<file path="src/rtl/fadd_pkg.sv">
// Shared types and FP32 constants for the FP32 accumulator slice.
// Special-value handling is enabled by defining FADD_ACCUM_SPECIAL_EN.
package fadd_pkg;

   typedef logic [31:0] fp32_t;

   typedef enum logic [2:0] {
      IDLE,
      FIRST,
      ACC,
      ADD,
      DONE
   } fadd_accum_state_e;

   localparam fp32_t FP_ZERO = 32'h0000_0000;
   localparam fp32_t FP_QNAN = 32'h7FC0_0000;
   localparam fp32_t FP_PINF = 32'h7F80_0000;
   localparam fp32_t FP_NINF = 32'hFF80_0000;

endpackage

</file>
<file path="src/rtl/fadd_accum_if.sv">
// Bus bundle for fadd_accum: term input stream, adder operand/result loop,
// result output stream, status and a debug view of the FSM state.
interface fadd_accum_if #(
   parameter int LEN_W = 8
);
   import fadd_pkg::*;

   // Both streams: a transfer happens on a rising clk edge where valid && ready;
   // ready never depends on valid, and a presented out_data holds until taken.
   logic              start;
   logic [LEN_W-1:0]  len;
   logic              in_valid;
   logic              in_ready;
   fp32_t             in_data;
   fp32_t             add_a;
   fp32_t             add_b;
   fp32_t             add_res;
   logic              out_valid;
   logic              out_ready;
   fp32_t             out_data;
   logic              busy;
   logic              nan_flag;
   fadd_accum_state_e state;

   modport slave (
      input  start, len, in_valid, in_data, add_res, out_ready,
      output in_ready, add_a, add_b, out_valid, out_data, busy, nan_flag, state
   );

   modport master (
      output start, len, in_valid, in_data, add_res, out_ready,
      input  in_ready, add_a, add_b, out_valid, out_data, busy, nan_flag, state
   );

endinterface

</file>
<file path="src/rtl/fp32_classify.sv">
// Combinational FP32 classifier: NaN / infinity detection plus sign bit.
module fp32_classify
   import fadd_pkg::*;
(
   input  fp32_t f_i,
   output logic  is_nan_o,
   output logic  is_inf_o,
   output logic  sign_o
);

   assign is_nan_o = (f_i[30:23] == 8'hFF) && (f_i[22:0] != 23'd0);
   assign is_inf_o = (f_i[30:23] == 8'hFF) && (f_i[22:0] == 23'd0);
   assign sign_o   = f_i[31];

endmodule

</file>
<file path="src/rtl/fadd_accum.sv">
// Sequential FP32 accumulator feeding an external combinational adder.
// Define FADD_ACCUM_SPECIAL_EN for sticky NaN/Inf tracking and nan_flag.
module fadd_accum
   import fadd_pkg::*;
#(
   parameter int LEN_W = 8
) (
   input  logic         clk,
   input  logic         rst_n,
   fadd_accum_if.slave  bus
);

   fadd_accum_state_e state_q, state_d;
   fp32_t             acc_q, acc_d;
   fp32_t             b_q, b_d;
   logic [LEN_W-1:0]  cnt_q, cnt_d;

   always_ff @(posedge clk or negedge rst_n) begin
      if (!rst_n) begin
         state_q <= IDLE;
         acc_q   <= FP_ZERO;
         b_q     <= FP_ZERO;
         cnt_q   <= '0;
      end else begin
         state_q <= state_d;
         acc_q   <= acc_d;
         b_q     <= b_d;
         cnt_q   <= cnt_d;
      end
   end

   always_comb begin
      state_d = state_q;
      acc_d   = acc_q;
      b_d     = b_q;
      cnt_d   = cnt_q;
      unique case (state_q)
         IDLE: begin
            if (bus.start) begin
               if (bus.len != '0) begin
                  cnt_d   = bus.len;
                  state_d = FIRST;
               end else begin
                  acc_d   = FP_ZERO;
                  state_d = DONE;
               end
            end
         end
         // The first term is loaded directly so the adder never sees 0 + x.
         FIRST: begin
            if (bus.in_valid) begin
               acc_d = bus.in_data;
               if (cnt_q != '0) cnt_d = cnt_q - LEN_W'(1);
               state_d = (cnt_q == LEN_W'(1)) ? DONE : ACC;
            end
         end
         ACC: begin
            if (bus.in_valid) begin
               b_d     = bus.in_data;
               state_d = ADD;
            end
         end
         ADD: begin
            acc_d = bus.add_res;
            if (cnt_q != '0) cnt_d = cnt_q - LEN_W'(1);
            state_d = (cnt_q == LEN_W'(1)) ? DONE : ACC;
         end
         DONE: begin
            if (bus.out_ready) state_d = IDLE;
         end
         default: state_d = IDLE;
      endcase
   end

   assign bus.in_ready  = (state_q == FIRST) || (state_q == ACC);
   assign bus.out_valid = (state_q == DONE);
   assign bus.busy      = (state_q != IDLE);
   assign bus.add_a     = acc_q;
   assign bus.add_b     = b_q;
   assign bus.state     = state_q;

`ifdef FADD_ACCUM_SPECIAL_EN
   logic c_nan, c_inf, c_sign;
   logic nan_q, nan_d, pinf_q, pinf_d, ninf_q, ninf_d;
   logic take, clr, invalid;

   fp32_classify u_classify (
      .f_i      (bus.in_data),
      .is_nan_o (c_nan),
      .is_inf_o (c_inf),
      .sign_o   (c_sign)
   );

   assign take = bus.in_ready && bus.in_valid;
   assign clr  = (state_q == IDLE) && bus.start && (bus.len != '0);

   always_comb begin
      nan_d  = nan_q;
      pinf_d = pinf_q;
      ninf_d = ninf_q;
      if (clr) begin
         nan_d  = 1'b0;
         pinf_d = 1'b0;
         ninf_d = 1'b0;
      end else if (take) begin
         nan_d  = nan_q  | c_nan;
         pinf_d = pinf_q | (c_inf & ~c_sign);
         ninf_d = ninf_q | (c_inf & c_sign);
      end
   end

   always_ff @(posedge clk or negedge rst_n) begin
      if (!rst_n) begin
         nan_q  <= 1'b0;
         pinf_q <= 1'b0;
         ninf_q <= 1'b0;
      end else begin
         nan_q  <= nan_d;
         pinf_q <= pinf_d;
         ninf_q <= ninf_d;
      end
   end

   // Opposite infinities in one job are as invalid as a NaN term.
   assign invalid      = nan_q | (pinf_q & ninf_q);
   assign bus.nan_flag = invalid;
   assign bus.out_data = (state_q != DONE) ? acc_q  :
                         invalid           ? FP_QNAN :
                         pinf_q            ? FP_PINF :
                         ninf_q            ? FP_NINF : acc_q;
`else
   assign bus.nan_flag = 1'b0;
   assign bus.out_data = acc_q;
`endif

endmodule

</file>
<file path="src/flat_wrapper.sv">
// flat-port wrapper written by rule: the top's interface ports become plain ports
module fadd_accum_flat import fadd_pkg::*;
#(
   parameter int LEN_W = 8
)
  (clk, rst_n, bus_start, bus_len, bus_in_valid, bus_in_data, bus_add_res, bus_out_ready, bus_in_ready, bus_add_a, bus_add_b, bus_out_valid, bus_out_data, bus_busy, bus_nan_flag, bus_state);
  fadd_accum_if #(.LEN_W(LEN_W)) bus_i ();
  input  logic clk;
  input  logic rst_n;
  input wire logic [$bits(bus_i.start)-1:0] bus_start;
  input wire logic [$bits(bus_i.len)-1:0] bus_len;
  input wire logic [$bits(bus_i.in_valid)-1:0] bus_in_valid;
  input wire logic [$bits(bus_i.in_data)-1:0] bus_in_data;
  input wire logic [$bits(bus_i.add_res)-1:0] bus_add_res;
  input wire logic [$bits(bus_i.out_ready)-1:0] bus_out_ready;
  output wire logic [$bits(bus_i.in_ready)-1:0] bus_in_ready;
  output wire logic [$bits(bus_i.add_a)-1:0] bus_add_a;
  output wire logic [$bits(bus_i.add_b)-1:0] bus_add_b;
  output wire logic [$bits(bus_i.out_valid)-1:0] bus_out_valid;
  output wire logic [$bits(bus_i.out_data)-1:0] bus_out_data;
  output wire logic [$bits(bus_i.busy)-1:0] bus_busy;
  output wire logic [$bits(bus_i.nan_flag)-1:0] bus_nan_flag;
  output wire logic [$bits(bus_i.state)-1:0] bus_state;
  assign bus_i.start = bus_start;
  assign bus_i.len = bus_len;
  assign bus_i.in_valid = bus_in_valid;
  assign bus_i.in_data = bus_in_data;
  assign bus_i.add_res = bus_add_res;
  assign bus_i.out_ready = bus_out_ready;
  assign bus_in_ready = bus_i.in_ready;
  assign bus_add_a = bus_i.add_a;
  assign bus_add_b = bus_i.add_b;
  assign bus_out_valid = bus_i.out_valid;
  assign bus_out_data = bus_i.out_data;
  assign bus_busy = bus_i.busy;
  assign bus_nan_flag = bus_i.nan_flag;
  assign bus_state = bus_i.state;
  fadd_accum #(.LEN_W(LEN_W)) u_core (.clk(clk), .rst_n(rst_n), .bus(bus_i));
endmodule
</file>
<file path="config.mk">
export PLATFORM = sky130hd
export DESIGN_NAME = fadd_accum_flat
export DESIGN_NICKNAME = d
export VERILOG_FILES = /design/src/rtl/fadd_pkg.sv /design/src/rtl/fadd_accum_if.sv /design/src/rtl/fp32_classify.sv /design/src/rtl/fadd_accum.sv /design/src/flat_wrapper.sv
export SDC_FILE = /design/constraint.sdc
export NUM_CORES = 1
export LEC_CHECK = 0
export BUFFER_PORTS_ARGS = -buffer_cell sky130_fd_sc_hd__buf_4
export CAP_MARGIN = 20
export CORE_UTILIZATION = 45
export CTS_CLUSTER_DIAMETER = 30
export DETAILED_ROUTE_END_ITERATION = 8
export PLACE_DENSITY = 0.84
export SLEW_MARGIN = 0
export SYNTH_ARGS = -nofsm -noshare
export SYNTH_HDL_FRONTEND = slang
export SYNTH_SLANG_ARGS = --single-unit
</file>
<file path="constraint.sdc">
create_clock -name clk -period 3.4 [get_ports clk]
set_input_delay 0.34 -clock clk [delete_from_list [all_inputs] [get_ports clk]]
set_output_delay 0.34 -clock clk [all_outputs]
set_load 0.03 [all_outputs]
</file>
Yosys cells after proc, flatten, opt, wreduce, memory -nomap -nowiden
Index checks and enable logic that the tools add are counted.
{ "totals": {"regBits": 75, "out_inout_bits": 103} }
{ "classes": {"addsub": 1, "eq_ne": 11, "muxes": 16, "reduce_logical": 10} }
{ "op_table": {"columns": ["op", "n"], "rows": [
  ["$mux W32", 3],
  ["$pmux W32 S3", 1],
  ["$mux W8", 4],
  ["$pmux W8 S3", 1],
  ["$mux W3", 6],
  ["$reduce_bool A8 Y1", 2],
  ["$pmux W3 S5", 1],
  ["$reduce_and A4 Y1", 3],
  ["$ne A2 B2 Y1 const B", 5],
  ["$eq A8 B1 Y1 const B", 1],
  ["$sub A8 B1 Y8 const B", 1],
  ["$eq A3 B2 Y1 const B", 2],
  ["$reduce_bool A3 Y1", 2],
  ["$eq A3 B1 Y1 const B", 1],
  ["$eq A3 B3 Y1 const B", 1],
  ["$logic_not A3 Y1", 1],
  ["$ne A2 B1 Y1 const B", 1],
  ["$reduce_and A2 Y1", 1],
  ["$logic_or A1 B1 Y1", 1]
]} }

Logic depth before layout (Yosys ltp)
{ "logic_depth": {"depth_word": 4, "mapped_depth": 7, "depth_no_buf": 6} }

Worst setup path after synthesis
Ideal clock, no wire load.
{ "synth_timing": {"path_kind": "reg-to-reg", "start": "register u_core.state_q[1], in the netlist u_core.bus.state[1]", "end": "register u_core.cnt_q[6]", "setup_ns": 0.131, "arrival_time_ns": 1.847, "required_time_ns": 3.269, "path_slack_ns": 1.421, "stages_incl_launch_ff": 6, "path_buffers": 1, "synth_period_minus_slack_ns": 1.979, "path_cell_list": "dfrtp_1 > buf_2 > or3_1 > nand3b_1 > o211ai_1 > o2bb2ai_1"} }
{ "synth_between": {"elab_chain_len": 3} }
{ "synth_lines": {"columns": ["item", "line", "source"], "rows": [
  ["start, declared", "fadd_accum.sv:13", "fadd_accum_state_e state_q, state_d;"],
  ["start signal, assigned", "fadd_accum.sv:25", "state_q <= state_d;"],
  ["$eq A3 B1 Y1 (tied with other cells)", "fadd_accum.sv:37", "unique case (state_q)"],
  ["$ne A2 B2 Y1 (no line) (tied with other cells)", null, null],
  ["$reduce_and A4 Y1 (no line)", null, null],
  ["end signal, assigned", "fadd_accum.sv:28", "cnt_q <= cnt_d;"],
  ["end, declared", "fadd_accum.sv:16", "logic [LEN_W-1:0] cnt_q, cnt_d;"]
]} }
Parallel ways exist; a longest one is shown, timed or not.
A chain may end at the register's enable or synchronous reset.

Worst setup path after layout
{ "layout_timing": {"start": "register u_core.state_q[1], in the netlist u_core.bus.state[1]", "end": "register u_core.acc_q[31], in the netlist u_core.bus.add_a[31]"} }
{ "layout_between": {"elab_chain_len": 3} }
{ "layout_lines": {"columns": ["item", "line", "source"], "rows": [
  ["$eq A3 B1 Y1 (tied with other cells)", "fadd_accum.sv:37", null],
  ["$ne A2 B2 Y1 (no line) or $reduce_bool A3 Y1 (tied branches)", null, null],
  ["$reduce_and A4 Y1 (no line)", null, null],
  ["end signal, assigned", "fadd_accum.sv:21", "acc_q <= FP_ZERO;"],
  ["end signal, assigned", "fadd_accum.sv:26", "acc_q <= acc_d;"],
  ["end, declared", "fadd_accum.sv:14", "fp32_t acc_q, acc_d;"]
]} }
Parallel ways exist; a longest one is shown, timed or not.

==> metrics.txt <==
top post-synthesis cells by area dfrtp_1, mux2_4, mux2_2; CP Max Fanout 32; fmax 409 MHz; kind of critical path reg2reg; Synth Warn # 0; Post-CTS Hold Buffers 0; endpoints failing hold 0; R2R depth 3; crit start category flip-flop; Port Buf Inserts 178; Yosys reg bits 75; LEAKAGE 2.86 nW; Residual DRC 0; H-tree depth 3; CTS tree done; routed vias/inst 5.20; Final nets 555; Iter 0 DRT Violations 80; Layout Area Growth over Synthesis 33.9%; Rel. slew slack 28.4%; reg2reg setup slack 960 ps; Cell Area, Synth 4030 um2; GRT Total Usage 19.6%; CP Capture Type flip-flop; clk root buf clkbuf_8; post-route cell area 5400 um2; wire length of the first global-routing pass 14900 um; critical path data required time 3620 ps; Post-DP HPWL 6630 um; Synth Net Count 415; Final min period 2440 ps; die width 96.7 um; vias in the first global route 3025; # diodes 0; worst min path class in2async; final wirelength 9090 um; Clock Skews 6.17 ps; cell type with the highest aggregate area in the netlist dfrtp_1; Setup-failing EPs final 0; pin slew with the least headroom to its limit 1070 ps; Syn Area/Cell 12.0 um2; Initial Util 46.5%; max_cap viols 0; VDD IR max 0.610 mV; die area 9340 um2; reg-to-reg critical path endpoint u_core.bus.add_a[31]; critical path arrival 2660 ps; Final Max Slew Viols 0; TritonRoute pass-1 iters 4; Antenna Nets Post-Route 0; area post-placement 5180 um2; pin count of the biggest net entering global routing 76; DP Worst Slack 948 ps; row cnt 34; Post-Synthesis Cells 335; FF-to-FF Start u_core.bus.state[1]; P per Cell Area 1060 nW/um2; routed len/inst 15.5 um; post-CTS setup repair buffer count 0; initial antenna violation count 0; total gr overflow 0; GPL Wtd Cong 0.811; Via Count 3050; Worst-path clk slew 80 ps; fillers 722; post-synth top area share 46.5%; Worst-Skew Late Latency 330 ps; status finished, final reports clean; CTS Sinks 75; chip height 96.7 um; layout cell share with drive strength beyond 1 55.9%; num ports 180; CTS Buf Count 9; Unique masters post-synth 36; Setup WS post-layout 958 ps; PostCTS Resize Cnt 0; Setup TNS 0 ps; Final period util 71.8%; sequential share of the synthesized area 46.5%; RSZ-0062 raised after global routing no; clk buf depth 2; Core ar. 8680 um2
flip-flops by register name, indices dropped and copies added, names as in the netlist:
register	flops
u_core.cnt_q	8
u_core.bus.add_b	32
u_core.bus.state	3
u_core.bus.add_a	32
kinds of logic after synthesis:
kind of cell	share of synthesized area, %
other	0.0930
adders and majority gates	0.931
buffers and inverters	9.18
AOI/OAI and AO/OA	5.93
DFF	46.5
muxes	28.9
and+or+nand+nor	8.22
xor gates and xnor gates	0.217
worst max path at each step:
| stage | start | endpoint | slack, ps | cells after the start |
|---|---|---|---|---|
| global route | u_core.bus.state[1] | u_core.bus.add_a[31] | 860 | 3 |
| floorplan | u_core.bus.state[1] | u_core.cnt_q[6] | 1420 | 5 |
| finish | u_core.bus.state[1] | u_core.bus.add_a[31] | 960 | 3 |
| global placement | u_core.bus.state[1] | u_core.bus.add_a[11] | 1060 | 3 |
| CTS | u_core.bus.state[1] | u_core.bus.add_a[31] | 940 | 3 |
| detailed placement | u_core.bus.state[1] | u_core.bus.add_a[27] | 950 | 3 |
critical path, cell delays in order, from the launching register on:
cell and delay (ps):
dfrtp_2 620, o21ai_0 340, a221o_2 930, mux2_2 420
area by class of cell:
cell class / count / area (um2) / share of cell area (%)
inverters: 5 / 18.8 / 0.348
flip-flops and latches: 75 / 1880 / 34.8
repair buffers: 181 / 1360 / 25.2
well taps: 108 / 135 / 2.50
multi-input cells: 203 / 1790 / 33.2
clock buffers: 10 / 138 / 2.55
clock inverters: 5 / 77.6 / 1.44
per-layer routing:
metal	wire, um	track usage, %
met3	520	4.55
met4	66	5.28
met1	3890	25.1
met2	4610	33.4
met5	0	0
per-stage QoR:
step           hold WS [ps]  utilization (%)  power (mW)  instances
6_report                140             62.2        5.73        587
5_1_grt                 221             62.2        6.03        587
4_1_cts                 166             62.2        5.78        587
3_5_place_dp            497             59.7        5.02        572
3_3_place_gp            492             59.7        4.93        572
2_1_floorplan          44.4                -        4.10        335
where the power goes:
| part | leakage [nW] | total [mW] | switching [mW] | internal [mW] |
|---|---|---|---|---|
| combinational | 1.82 | 3.36 | 1.86 | 1.50 |
| sequential | 0.932 | 1.62 | 0.346 | 1.27 |
| clock | 0.108 | 0.751 | 0.324 | 0.427 |
| total | 2.86 | 5.73 | 2.53 | 3.20 |
synthesized netlist by cell type:
master,instances
nor4_1,5
nor3b_1,1
ha_1,3
dfrtp_1,75
a22oi_1,4
a221o_1,1
o2bb2ai_1,8
buf_2,8
clkbuf_1,8
nand3b_1,1
nand2b_1,3
conb_1,1
mux2_2,35
inv_1,5
a22o_1,1
a21oi_1,5
xnor2_1,1
a32oi_1,2
buf_4,33
a211oi_1,1
nand2_1,6
o31ai_1,1
o211ai_1,7
mux2_4,30
or3b_1,1
buf_6,3
and2_1,1
nor2b_1,1
nor3_1,5
nor2_1,39
o21ai_0,2
or3_1,2
or4_1,1
mux2i_1,32
or2_2,1
nor4_2,2
cells in the final DEF, fill, tap and decap left out, drive strengths merged, types with 2 or more instances in the layout:
cell and instances:
buf 181, dfrtp 75, mux2 65, nor2 39, mux2i 32, clkbuf 10, o2bb2ai 8, o211ai 7
nor4 7, nand2 6, inv 5, a21oi 5, nor3 5, a22oi 4, ha 3, nand2b 3
or3 2, o21ai 2, a32oi 2, bufinv 2, clkinv 2
Note: power is estimated with default switching activity, not from simulation.
